[config.mk]
export PLATFORM = sky130hd
export DESIGN_NAME = volume_level_ctrl
export DESIGN_NICKNAME = d
export VERILOG_FILES = /design/src/rtl/volume_level_ctrl.sv
export SDC_FILE = /design/constraint.sdc
export NUM_CORES = 1
export LEC_CHECK = 0
export BUFFER_PORTS_ARGS = -buffer_cell sky130_fd_sc_hd__buf_2
export CORE_ASPECT_RATIO = 1.2
export CORE_MARGIN = 2
export CORE_UTILIZATION = 55
export CTS_CLUSTER_DIAMETER = 150
export DETAILED_ROUTE_END_ITERATION = 10
export GPL_ROUTABILITY_DRIVEN = 1
export PLACE_DENSITY = 0.86
export SETUP_SLACK_MARGIN = 0.15
export SYNTH_ARGS = -nofsm -noshare
export SYNTH_HDL_FRONTEND = slang
export SYNTH_SLANG_ARGS = --single-unit
[constraint.sdc]
create_clock -name clk -period 2.6 [get_ports clk]
set_clock_uncertainty 0.15 [all_clocks]
set_input_delay 0.52 -clock clk [delete_from_list [all_inputs] [get_ports clk]]
set_output_delay 0.52 -clock clk [all_outputs]
set_load 0.02 [all_outputs]
[src/rtl/volume_level_ctrl.sv]
// volume_level_ctrl
//   Holds the 4-bit volume level that feeds the LED-bar / 7-segment display
//   decoder. Each raw push button goes through a two-flop synchroniser and a
//   debouncer. Debounced rising edges become one-cycle press events. A
//   three-state FSM (IDLE/DELAY/REPEAT) turns these events into single steps
//   and hold-to-repeat steps. The level saturates at 0 and MAX_LEVEL. The mute
//   button toggles the muted state and leaves the stored level unchanged.
//
// Ports
//   clk           system clock
//   rst_n         asynchronous active-low reset
//   btn_up        raw up button, asynchronous, active-high
//   btn_down      raw down button, asynchronous, active-high
//   btn_mute      raw mute button, asynchronous, active-high
//   volume_level  registered level to the display; 0 while muted
//   muted         registered mute state
//   level_changed registered one-cycle pulse when volume_level changes value
module volume_level_ctrl #(
  parameter int unsigned DEBOUNCE_CYCLES = 1_000_000,
  parameter int unsigned REPEAT_DELAY    = 50_000_000,
  parameter int unsigned REPEAT_PERIOD   = 10_000_000,
  parameter int unsigned MAX_LEVEL       = 9,
  parameter int unsigned INIT_LEVEL      = 0
) (
  input  logic       clk,
  input  logic       rst_n,
  input  logic       btn_up,
  input  logic       btn_down,
  input  logic       btn_mute,
  output logic [3:0] volume_level,
  output logic       muted,
  output logic       level_changed
);

  typedef enum logic [1:0] {IDLE, DELAY, REPEAT} state_t;
  typedef enum logic {DIR_UP, DIR_DOWN} dir_t;

  localparam int unsigned DB_W    = (DEBOUNCE_CYCLES > 2) ? $clog2(DEBOUNCE_CYCLES) : 1;
  localparam int unsigned RPT_MAX = (REPEAT_DELAY > REPEAT_PERIOD) ? REPEAT_DELAY : REPEAT_PERIOD;
  localparam int unsigned RPT_W   = (RPT_MAX > 2) ? $clog2(RPT_MAX) : 1;

  localparam logic [DB_W-1:0]  DB_LAST  = DB_W'(DEBOUNCE_CYCLES - 1);
  localparam logic [RPT_W-1:0] RD_LAST  = RPT_W'(REPEAT_DELAY - 1);
  localparam logic [RPT_W-1:0] RP_LAST  = RPT_W'(REPEAT_PERIOD - 1);
  localparam logic [3:0]       MAX_LVL  = 4'(MAX_LEVEL);
  localparam logic [3:0]       INIT_LVL = 4'(INIT_LEVEL);

  // Bit 0 = up, bit 1 = down, bit 2 = mute.
  logic [2:0] raw, sync1, sync2, deb, deb_d, press;

  assign raw   = {btn_mute, btn_down, btn_up};
  assign press = deb & ~deb_d;

  always_ff @(posedge clk or negedge rst_n) begin
    if (!rst_n) begin
      sync1 <= '0;
      sync2 <= '0;
      deb_d <= '0;
    end else begin
      sync1 <= raw;
      sync2 <= sync1;
      deb_d <= deb;
    end
  end

  // The counter runs only while the synchronised level differs from the
  // accepted level. A flip therefore needs DEBOUNCE_CYCLES consecutive
  // differing samples.
  for (genvar g = 0; g < 3; g++) begin : g_db
    logic            db_state;
    logic [DB_W-1:0] db_cnt;

    always_ff @(posedge clk or negedge rst_n) begin
      if (!rst_n) begin
        db_state <= 1'b0;
        db_cnt   <= '0;
      end else if (sync2[g] == db_state) begin
        db_cnt <= '0;
      end else if (db_cnt == DB_LAST) begin
        db_state <= ~db_state;
        db_cnt   <= '0;
      end else begin
        db_cnt <= db_cnt + 1'b1;
      end
    end

    assign deb[g] = db_state;
  end

  state_t           state, state_n;
  dir_t             dir, dir_n;
  logic [RPT_W-1:0] cnt, cnt_n;
  logic             step, unmute, dir_held;
  logic [3:0]       level, level_n, vol_n;
  logic             muted_n;

  assign dir_held = (dir == DIR_UP) ? deb[0] : deb[1];

  always_comb begin
    state_n = state;
    dir_n   = dir;
    cnt_n   = cnt;
    step    = 1'b0;
    unmute  = 1'b0;
    case (state)
      IDLE: begin
        // When a mute press arrives in the same cycle, the direction press is
        // dropped. A press is ignored while the opposite button is debounced
        // high. This also covers two presses arriving together.
        if (!press[2]) begin
          if (press[0] && !deb[1]) begin
            dir_n   = DIR_UP;
            cnt_n   = '0;
            state_n = DELAY;
            if (muted) unmute = 1'b1;
            else       step   = 1'b1;
          end else if (press[1] && !deb[0]) begin
            dir_n   = DIR_DOWN;
            cnt_n   = '0;
            state_n = DELAY;
            if (muted) unmute = 1'b1;
            else       step   = 1'b1;
          end
        end
      end
      DELAY: begin
        if (!dir_held) begin
          state_n = IDLE;
        end else if (cnt == RD_LAST) begin
          step    = 1'b1;
          cnt_n   = '0;
          state_n = REPEAT;
        end else begin
          cnt_n = cnt + 1'b1;
        end
      end
      REPEAT: begin
        if (!dir_held) begin
          state_n = IDLE;
        end else if (cnt == RP_LAST) begin
          step  = 1'b1;
          cnt_n = '0;
        end else begin
          cnt_n = cnt + 1'b1;
        end
      end
      default: state_n = IDLE;
    endcase
  end

  always_comb begin
    level_n = level;
    if (step) begin
      if (dir_n == DIR_UP) begin
        if (level < MAX_LVL) level_n = level + 4'd1;
      end else begin
        if (level != 4'd0) level_n = level - 4'd1;
      end
    end
    muted_n = muted;
    if (press[2])    muted_n = ~muted;
    else if (unmute) muted_n = 1'b0;
    vol_n = muted_n ? 4'd0 : level_n;
  end

  always_ff @(posedge clk or negedge rst_n) begin
    if (!rst_n) begin
      state         <= IDLE;
      dir           <= DIR_UP;
      cnt           <= '0;
      level         <= INIT_LVL;
      muted         <= 1'b0;
      volume_level  <= INIT_LVL;
      level_changed <= 1'b0;
    end else begin
      state         <= state_n;
      dir           <= dir_n;
      cnt           <= cnt_n;
      level         <= level_n;
      muted         <= muted_n;
      volume_level  <= vol_n;
      level_changed <= (vol_n != volume_level);
    end
  end

endmodule

==> results.md, run 1 <==
- The flow ran to the end, and the final reports show no timing, DRC or antenna violations.
- The share of async-settable or async-resettable flops after synthesis is 100%.
- At the worst endpoint, the arrival time is 2.62 ns.
- The kind of start point of the critical path is a flop.
- The final-layout fill cell count is 749.
- The worst vdd rail ir drop is 0.329 mV.
- Entering global routing, the biggest net connects 44 pins.
- Setup repair after global routing could not meet its margin everywhere.
- The total count of max-transition violations in the final report is 0.
- The minimum setup slack after placement is 0.103 ns.
- The layout overhead on the synthesized area is 12.8%.
- The number of buffers inserted during clock tree synthesis is 9.
- The root buffer cell chosen for the clock tree is clkbuf_16.
- On the worst path, the slowest cell contributes a delay of 0.45 ns.
- The required time at the worst-slack endpoint is 2.68 ns.
- The upper clock frequency limit is 0.394 GHz.
- The first routing iteration left 245 violations.
- Counting both buffers and inverters, the worst setup path holds a total of 0.
- The cell family contributing the most delay on the critical path is simple AND/OR/NAND/NOR gates.
- The number of cells traversed by the worst register-to-register path is 7.
- The cell with the largest stage delay on the worst path is dfrtp_2.
- The initial core utilization is 56.2%.
- The final cycle utilization of the critical path is 97.6%.
- The final core area utilization is 63.4%.
- The die area is 11,000 um2.
- During synthesis, Yosys emitted a total of 0 warnings.
- The cell area that synthesis handed to floorplanning was 5600 um2.
- The synthesized design spends more area on one cell type than any other, namely dfrtp_1.
- The count of boundary I/O pins is 11.
- The number of cell rows is 40.
- The number of antenna violations at the first check in global routing is 0.
- The sum of overflow across all layers after global routing is 0.
- From left edge to right edge, the die measures 96.1 um.
- After detailed routing, the average wire length per cell comes to 15.6 um.
- The critical path is of the reg2reg type.
- The unique cell type count in the Yosys netlist is 62.
- The number of nets handed over by synthesis was 591.
- The final layout net count is 620.
- TritonCTS built the clock tree.
- The internal reg-to-reg setup slack is 0.06 ns.
- Yosys instantiated no cell more often than dfrtp_1.
- Counting instances, the worst hold path has a depth of 1.
- The most frequently used flop master after synthesis is dfrtp_1.
- The number of synthesized flops with an enable pin is 0.
- The total area inside the core boundary comes to 9960 um2.
- In this run the static leakage power is 2.78 nW.
- In the synthesized netlist, the number of instances is 576.
- Across every metal layer, demand over resource in global routing totals 23.3%.
- After detailed routing, the total wire length is 11,400 um.
- Detailed routing inserted a total of 4,347 vias.
- In the routed design, unresolved DRC markers number 0.
- The clock passes through at most 2 buffers.
- In this run the worst hold path is classified as in2reg.
- The remaining max-slew budget at the tightest pin is 60.0%.
- The number of clock sinks seen by CTS is 111.
- The number of failing hold endpoints at the final stage was 0.
- Setup violations remaining at the end of the flow were counted as 0.
- The total inserted antenna cells is 0.
- The share of the Yosys chip area taken by registers is 49.6%.
- The clock input transition at the sequential cells of the worst setup and hold paths is 0.08 ns.
- In this run the number of H-tree levels came out at 3.
- The HPWL after detailed placement is 7790 um.
- In this run the number of cells on the critical path is 7.
- The post-route netlist has 12.6% of its cells at a drive strength greater than 1.
- The clock latency of the later-clocked register in the worst-skew pair is 0.36 ns.
- STA classifies the critical path endpoint as a flop.
- The remaining antenna violation count is 0.
- Routability-driven placement finished with a final weighted congestion of 0.875.
- The completed layout was analyzed and its total power is 3.28 mW.
- The detailed-router iteration count before antenna repair is 5.
- After synthesis, the cell types taking the most area are dfrtp_1, nor2_1, xnor2_1.
- Once routing completed, OpenROAD measured the worst setup slack at 0.0629 ns.
- By count the netlist is led by dfrtp_1, nor2_1, nand2_1.
- Each instance of the synthesized netlist takes up on average 9.73 um2.
- The share of synthesized area in the top cell type comes to 49.6%.
- After detailed routing, the number of vias per cell comes to 5.91.
- The port buffer count is 10.
- Dividing total power by cell area gives a power density of 519 nW/um2.
- The die is 115 um tall.
- Walking the worst path, the cells encountered are or3b_4 > o31a_1 > or3_1 > a22o_1 > o311ai_4 > mux2i_1 > nand4_1.
- At the pin with the least slew margin, the transition time is 0.599 ns.
- In this run the worst path has a maximum fanout of 6.
- The number of global-route vias before repair is 4,373.
- Across the run, the number of max-cap violations was 0.
- The global-route wire length before repair is 20,200 um.
- The final critical-path required period is 2.54 ns.
- After synthesis the netlist holds a flip-flop and latch count of 111.
-- per-stage QoR --
step	setup TNS (ns)	hold WS, ns	instances	instance area, um2
detailed placement	0	0.186	717	5900
CTS	0	0.114	734	6230
floorplan	0	0.0744	576	5600
global placement	0	0.183	717	5900
global route	-0.00428	0.107	736	6320
finish	0	0.121	736	6320
-- cell usage in the layout (no fill, tap or decap), drive strengths merged, types with 18 or more instances in the layout --
cell,count
nand2,40
nor2,93
a21oi,19
nand3,29
inv,24
o21ai,27
xor2,32
xnor2,35
dfrtp,111
nand4,18
buf,28
-- power by group --
part,internal [mW],switching (mW)
clock network,0.788,0.657
registers,1.74,0.0139
logic,0.0232,0.0574
-- layout make-up --
class | instances | area [um2] | area share (%)
sequential | 111 | 2780 | 44.0
clock buffer | 10 | 239 | 3.78
inverter | 21 | 78.8 | 1.25
tap | 126 | 158 | 2.50
multi-input combinational | 433 | 2780 | 43.9
clock inverter | 6 | 73.8 | 1.17
timing repair buffer | 29 | 210 | 3.33
-- worst register-to-register path, delay by kind of cell, from the launching register on --
family,cells,cell delay [ns]
mux,1,0.23
flops,1,0.45
simple gates,3,0.85
compound gates,3,0.73
-- cells by family after synthesis --
| family | synth area share (%) |
|---|---|
| xor+xnor | 10.6 |
| fa+ha+maj | 2.23 |
| mux | 0.983 |
| compound gates | 9.36 |
| buf+inv | 2.17 |
| simple gates | 25.1 |
| flops | 49.6 |
-- per-layer routing --
layer  track usage [%]  vias to the layer above  wire, um
met4              8.19                        0       244
li1                  -                     2075         -
met2              39.1                       87      6130
met1              29.0                     2161      4670
met3              5.92                       24       409
met5                 0                        -         0
-- sequential cells by signal, indices dropped and copies added (netlist names) --
register,cells
g_db.db_cnt,60
cnt,26
level,4
volume_level,4
deb_d,3
g_db.db_state,3
sync1,3
sync2,3
state,2
dir,1
level_changed,1
muted,1
-- final timing paths --
| path | startpoint | to |
|---|---|---|
| setup / recovery | g_db[1].db_state | level_changed |
| hold / removal | btn_mute | sync1[2] |
| setup reg to reg | g_db[1].db_state | level_changed |
| hold reg to reg | sync1[1] | sync2[1] |
| max in group asynchronous | rst_n | level[1] |
| min in group asynchronous | rst_n | g_db[0].db_cnt[7] |
-- repair_timing --
| item | CTS | global route |
|---|---|---|
| setup endpoints to repair | 13 | 49 |
| resized for setup | 3 | 18 |
| cloned | 0 | 0 |
| hold endpoints to repair | 25 | 0 |
| setup buffers | 0 | 2 |
| hold buffers | 1 | 0 |
| pin swaps | 0 | 4 |
Note: power is estimated with default switching activity, not from simulation.
==> inputs of run 2 (changes only) <==
--- a/config.mk
+++ b/config.mk
@@ -9,7 +9,8 @@
 export CORE_ASPECT_RATIO = 1.2
 export CORE_MARGIN = 2
 export CORE_UTILIZATION = 55
-export CTS_CLUSTER_DIAMETER = 150
+export CTS_BUF_LIST = sky130_fd_sc_hd__clkbuf_4
+export CTS_CLUSTER_DIAMETER = 200
 export DETAILED_ROUTE_END_ITERATION = 10
 export GPL_ROUTABILITY_DRIVEN = 1
 export PLACE_DENSITY = 0.86
==> results.md, run 2 (same netlist as run 1, synthesis figures left out) <==
- The flow ran to the end, and the final reports show no timing, DRC or antenna violations.
- The final layout net count was 624 (+0.65%).
- The worst setup path is launched from a flop.
- The global routing usage summed across all routing layers is 22.7% (-0.64 points).
- The count of boundary I/O pins was 11 (unchanged).
- The TritonCTS clock tree is yes.
- The leakage power summed over all cells is 2.72 nW (-2.2%).
- The number of clock sinks seen by CTS is 111 (unchanged).
- The initial DRC count is 248 (+1.2%).
- The sum of overflow across all layers after global routing is 0 (unchanged).
- The clock latency of the later-clocked register in the worst-skew pair is 0.50 ns (+0.14 ns).
- The category of the critical setup timing path is reg2reg.
- The library cells used most frequently in the layout, excluding fill and tap cells, are dfrtp_1, nor2_1, nand2_1.
- The final cycle utilization of the critical path came to 96.7% (-0.86 points).
- The overall power is 2.74 mW (-16%).
- The port buffer count is 10 (unchanged).
- The largest registers in the layout are g_db.db_cnt (60), cnt (26).
- The total count of max-transition violations in the final report came to 0 (unchanged).
- The class of the tightest hold or removal check is reg2reg.
- The CTS H-tree depth is 3 (unchanged).
- The worst vdd rail ir drop came to 0.294 mV (-11%).
- The maximum buffer depth of the clock tree is 2 (unchanged).
- The minimum setup slack after placement is 0.103 ns (unchanged).
- The number of setup violations in the final report is 0 (unchanged).
- The number of flip-flops under the largest register name is 60 (unchanged).
- The maximum number of pins on one net before global-route repair was 44 (unchanged).
- The number of cell rows was 40 (unchanged).
- The number of remaining DRC errors is 0 (unchanged).
- The power per cell area was 442 nW/um2 (-15%).
- The routed wire length is 11,300 um (-0.94%).
- The element type at the critical path end is a flop.
- The core footprint is 9960 um2 (unchanged).
- The final worst-path setup slack came to 0.0853 ns (+0.0224 ns).
- The critical path data arrival time is 2.76 ns (+0.14 ns).
- The remaining antenna violation count came to 0 (unchanged).
- The die area is 11,000 um2 (unchanged).
- The number of buffers inserted during clock tree synthesis came to 9 (unchanged).
- The detailed-route wire length per cell was 15.3 um (-1.6%).
- The max-cap check violation count is 0 (unchanged).
- The internal reg-to-reg setup slack is 0.09 ns (+0.02 ns).
- The number of failing hold endpoints at the final stage was 0 (unchanged).
- The leading cell type in the layout, fill and taps excluded is dfrtp_1.
- The initial core utilization was 56.2% (unchanged).
- The via-per-instance ratio was 5.82 (-1.4%).
- The global-route wire length before repair is 19,500 um (-3.0%).
- The upper clock frequency limit was 0.398 GHz (+0.89%).
- The clock input transition at the sequential cells of the worst setup and hold paths is 0.17 ns (+0.09 ns).
- From synthesis to final layout, the design area changed by 10.7%.
- The detailed-router iteration count before antenna repair came to 5 (unchanged).
- The buffer cell driving the clock tree root is clkbuf_4.
- The die boundary height was 115 um (unchanged).
- The routed via count was 4,316 (-0.71%).
- The top fanout value on the critical path came to 9 (+3).
- The final critical-path required period came to 2.51 ns (-0.0224 ns).
- The required time at the worst-slack endpoint came to 2.84 ns (+0.16 ns).
- The routability congestion estimate from global placement is 0.875 (unchanged).
- The fraction of final layout cells sized beyond drive strength 1 was 12.9% (+0.24 points).
- The number of antenna violations at the first check in global routing is 1 (+1).
- The remaining max-slew budget at the tightest pin is 59.5% (-0.47 points).
- The number of global-route vias before repair came to 4,338 (-0.80%).
- Setup repair after global routing could not meet its margin everywhere.
- The worst hold margin was 0.230 ns (+0.108 ns).
- The slew of the pin with the lowest slew margin was 0.606 ns (+0.00700 ns).
- The HPWL after detailed placement is 7790 um (unchanged).
- The die outline width is 96.1 um (unchanged).
- The register with the most flip-flops is g_db.db_cnt.
[run 2: cell type report]
class	count	area, um2
repair buffers	33	248
fillers	763	3760
clock buffers	9	67.6
inverters	21	78.8
multi-input cells	433	2790
well taps	126	158
clock inverters	7	77.6
flip-flops and latches	111	2780
diodes	1	2.50
[run 2: final timing paths]
check	start	to	depth (start not counted)
worst max-delay path	cnt[7]	cnt[8]	8
worst min-delay path	sync1[1]	sync2[1]	0
worst max register to register	cnt[7]	cnt[8]	8
worst min register to register	sync1[1]	sync2[1]	0
max in group asynchronous	rst_n	level[1]	3
min in group asynchronous	rst_n	g_db[0].db_cnt[7]	2
[run 2: report_power, final]
part	total, mW	switching, mW	leakage, nW	internal (mW)
registers	1.76	0.0141	1.52	1.74
clock network	0.897	0.593	0.0789	0.304
logic	0.0843	0.0582	1.11	0.0261
[run 2: critical path, cell delays in order, from the launching register on]
cell     delay, ns
dfrtp_1       0.49
nor4b_1       0.35
and4b_2       0.36
a41oi_2       0.19
o21ai_4       0.25
buf_4         0.20
a21oi_1       0.08
o21ai_0       0.23
o31ai_1       0.11
[run 2: what timing repair did]
action / 4_1_cts / 5_1_grt
hold endpoints to repair: 28 / 0
setup endpoints to repair: 15 / 49
pin swaps: 0 / 5
hold buffers: 4 / 0
gates resized for setup: 4 / 20
setup buffers: 0 / 3
[run 2: per-layer routing]
layer  track usage (%)  share of wire [%]  vias to the layer above
met5                 0                  0                        -
met2              37.7                 52                       71
li1                  -                  -                     2088
met4              12.3                3.4                        0
met3              2.83                2.5                       31
met1              28.5                 42                     2126
[run 2: stage by stage]
step,utilization (%),cell area [um2],setup TNS (ns),std cells
final,62.3,6200,0,741
after global routing,62.3,6200,-0.106,741
after CTS,61.2,6100,0,737
after detailed placement,59.3,5900,0,717
after global placement,59.3,5900,0,717
after floorplan,-,5600,0,576
==> inputs of run 3 (changes only) <==
--- a/config.mk
+++ b/config.mk
@@ -13,7 +13,7 @@
 export CTS_CLUSTER_DIAMETER = 200
 export DETAILED_ROUTE_END_ITERATION = 10
 export GPL_ROUTABILITY_DRIVEN = 1
-export PLACE_DENSITY = 0.86
+export PLACE_DENSITY = 0.83
 export SETUP_SLACK_MARGIN = 0.15
 export SYNTH_ARGS = -nofsm -noshare
 export SYNTH_HDL_FRONTEND = slang
==> constraint.sdc (replaced) <==
create_clock -name clk -period 2.75 [get_ports clk]
set_clock_uncertainty 0.15 [all_clocks]
set_input_delay 0.55 -clock clk [delete_from_list [all_inputs] [get_ports clk]]
set_output_delay 0.55 -clock clk [all_outputs]
set_load 0.02 [all_outputs]
==> results.md, run 3 (same netlist as run 1, synthesis figures left out) <==
- The detailed-router iteration count before antenna repair came to 4 (-1).
- The register cell area after layout was 2780 um2 (-0.14%).
- The class of the tightest hold or removal check is in2reg.
- The critical path data arrival time came to 2.71 ns (-0.05 ns).
- The number of antenna violations at the first check in global routing came to 1 (unchanged).
- The final core area utilization is 60.8% (-1.5 points).
- The final layout net count is 613 (-1.8%).
- The final critical-path required period is 2.49 ns (-0.0237 ns).
- The kind of start point of the critical path is a flop.
- The routed wire length was 10,400 um (-8.5%).
- The leakage power summed over all cells is 2.68 nW (-1.5%).
- The slew of the pin with the lowest slew margin is 0.685 ns (+0.0787 ns).
- The number of cell rows was 40 (unchanged).
- The die boundary height was 115 um (unchanged).
- Leaving out fill and tap cells, the most frequent cells in the layout are dfrtp_1, nor2_1, nand2_1.
- The worst setup path is of the reg2reg kind.
- The port buffer count is 10 (unchanged).
- Counting flops per register, the top entry is g_db.db_cnt.
- The via-per-instance ratio is 5.76 (-1.1%).
- The global-route wire length before repair is 17,900 um (-8.5%).
- The final-layout fill cell count was 814 (+6.7%).
- The count of buffers added by post-CTS timing repair for setup is 0 (unchanged).
- The maximum buffer depth of the clock tree came to 2 (unchanged).
- The number of clock sinks seen by CTS is 111 (unchanged).
- STA classifies the critical path endpoint as a flop.
- The maximum number of pins on one net before global-route repair is 47 (+6.8%).
- The sum of overflow across all layers after global routing is 0 (unchanged).
- The routed via count is 4,204 (-2.6%).
- The sum of negative setup slack is 0 ns (unchanged).
- The max-cap check violation count is 0 (unchanged).
- The number of remaining DRC errors is 0 (unchanged).
- The final cycle utilization of the critical path was 90.6% (-6.1 points).
- The upper clock frequency limit is 0.401 GHz (+0.95%).
- The CTS H-tree depth is 3 (unchanged).
- The die area is 11,000 um2 (unchanged).
- The top fanout value on the critical path is 6 (-3).
- The remaining max-slew budget at the tightest pin is 54.4% (-5.1 points).
- The layout overhead on the synthesized area is 8.09%.
- The core footprint is 9960 um2 (unchanged).
- The flow ran to the end, and the final reports show no timing, DRC or antenna violations.
- The initial core utilization is 56.2% (unchanged).
- The largest registers in the layout are g_db.db_cnt (60), cnt (26).
- The number of flip-flops under the largest register name was 60 (unchanged).
- TritonCTS built the clock tree.
- The number of setup violations in the final report is 0 (unchanged).
- The global routing usage summed across all routing layers is 20.5% (-2.2 points).
- The area of combinational cells with multiple inputs came to 2720 um2 (-2.5%).
- The routability congestion estimate from global placement is 0.847 (-3.2%).
- The number of failing hold endpoints at the final stage came to 0 (unchanged).
- The initial DRC count came to 302 (+22%).
- The worst vdd rail ir drop is 0.200 mV (-32%).
- The remaining antenna violation count is 0 (unchanged).
- The total count of max-transition violations in the final report is 0 (unchanged).
- The count of boundary I/O pins came to 11 (unchanged).
- The power per cell area was 434 nW/um2 (-1.6%).
- The fraction of final layout cells sized beyond drive strength 1 is 9.62% (-3.2 points).
- Setup repair after global routing could not meet its margin everywhere.
- The clock input transition at the sequential cells of the worst setup and hold paths is 0.17 ns (about the same).
- The clock latency of the later-clocked register in the worst-skew pair is 0.47 ns (-0.03 ns).
- The number of buffers inserted during clock tree synthesis was 9 (unchanged).
- The HPWL after detailed placement is 7420 um (-4.7%).
- The buffer cell driving the clock tree root is clkbuf_4.
- The detailed-route wire length per cell is 14.2 um (-7.2%).
- Leaving out fill and tap cells, the most frequent cell in the layout is dfrtp_1.
- The required time at the worst-slack endpoint is 2.97 ns (+0.13 ns).
- The number of global-route vias before repair is 4,101 (-5.5%).
- The die outline width is 96.1 um (unchanged).
-- run 3: cell count changes in the layout (fill, tap and decap cells not counted), sizes merged --
cell | before | now
clkbuf | 9 | 12
dlygate4sd3 | 4 | 1
bufinv | 1 | 2
clkinv | 3 | 2
buf | 29 | 21
inv | 24 | 21
-- run 3: layout make-up --
cell class	count	share of cell area, %
well taps	126	2.60
repair buffers	22	2.60
clock buffers	12	1.49
flip-flops and latches	111	45.9
clock inverters	4	1.16
diodes	1	0.0413
multi-input cells	433	44.9
inverters	21	1.30
-- run 3: power breakdown --
group | internal [mW] | switching [mW] | total [mW] | leakage, nW
Clock | 0.398 | 0.497 | 0.895 | 0.0913
Sequential | 1.65 | 0.0123 | 1.66 | 1.53
Combinational | 0.0211 | 0.0541 | 0.0752 | 1.05
-- run 3: worst max-delay path, cell delays in order (launching register included) --
cell and delay [ns]:
dfrtp_1 0.52, inv_1 0.08, ha_1 0.24, or4_1 0.47, a211oi_1 0.27, a41oi_1 0.09
a31oi_2 0.28, o221a_1 0.23, nand4_1 0.08
-- run 3: final timing paths --
kind | endpoint | cells after the start | from | slack [ns]
max | level_changed | 8 | level[0] | 0.26
min | sync1[2] | 1 | btn_mute | 0.04
max reg2reg | level_changed | 8 | level[0] | 0.26
min reg2reg | sync2[2] | 0 | sync1[2] | 0.22
max in group asynchronous | g_db[1].db_cnt[7] | 3 | rst_n | 1.54
min in group asynchronous | g_db[1].db_cnt[11] | 2 | rst_n | 0.28
-- run 3: per-layer routing --
layer | vias to the layer above | routed length [um] | track usage (%)
met2 | 55 | 5250 | 34.7
met1 | 2082 | 4680 | 25.2
met5 | - | 0 | 0
li1 | 2053 | - | -
met4 | 0 | 191 | 9.24
met3 | 14 | 246 | 3.49
-- run 3: timing repair --
action                                 CTS  global route
hold buffers                             1             0
resized for setup                        0             4
endpoints found under the hold margin    9             0
setup endpoints to repair                0            18
-- run 3: per-stage QoR --
step	cell area [um2]	instances	total power [mW]	hold slack [ns]	setup slack [ns]
after global placement	5860	712	1.76	0.185	0.329
after global routing	6050	730	2.74	0.0109	0.0872
after detailed placement	5860	712	1.77	0.186	0.219
after floorplan	5600	576	1.72	0.104	0.316
after CTS	6030	729	2.66	0.0186	0.203
final	6050	730	2.63	0.0446	0.259
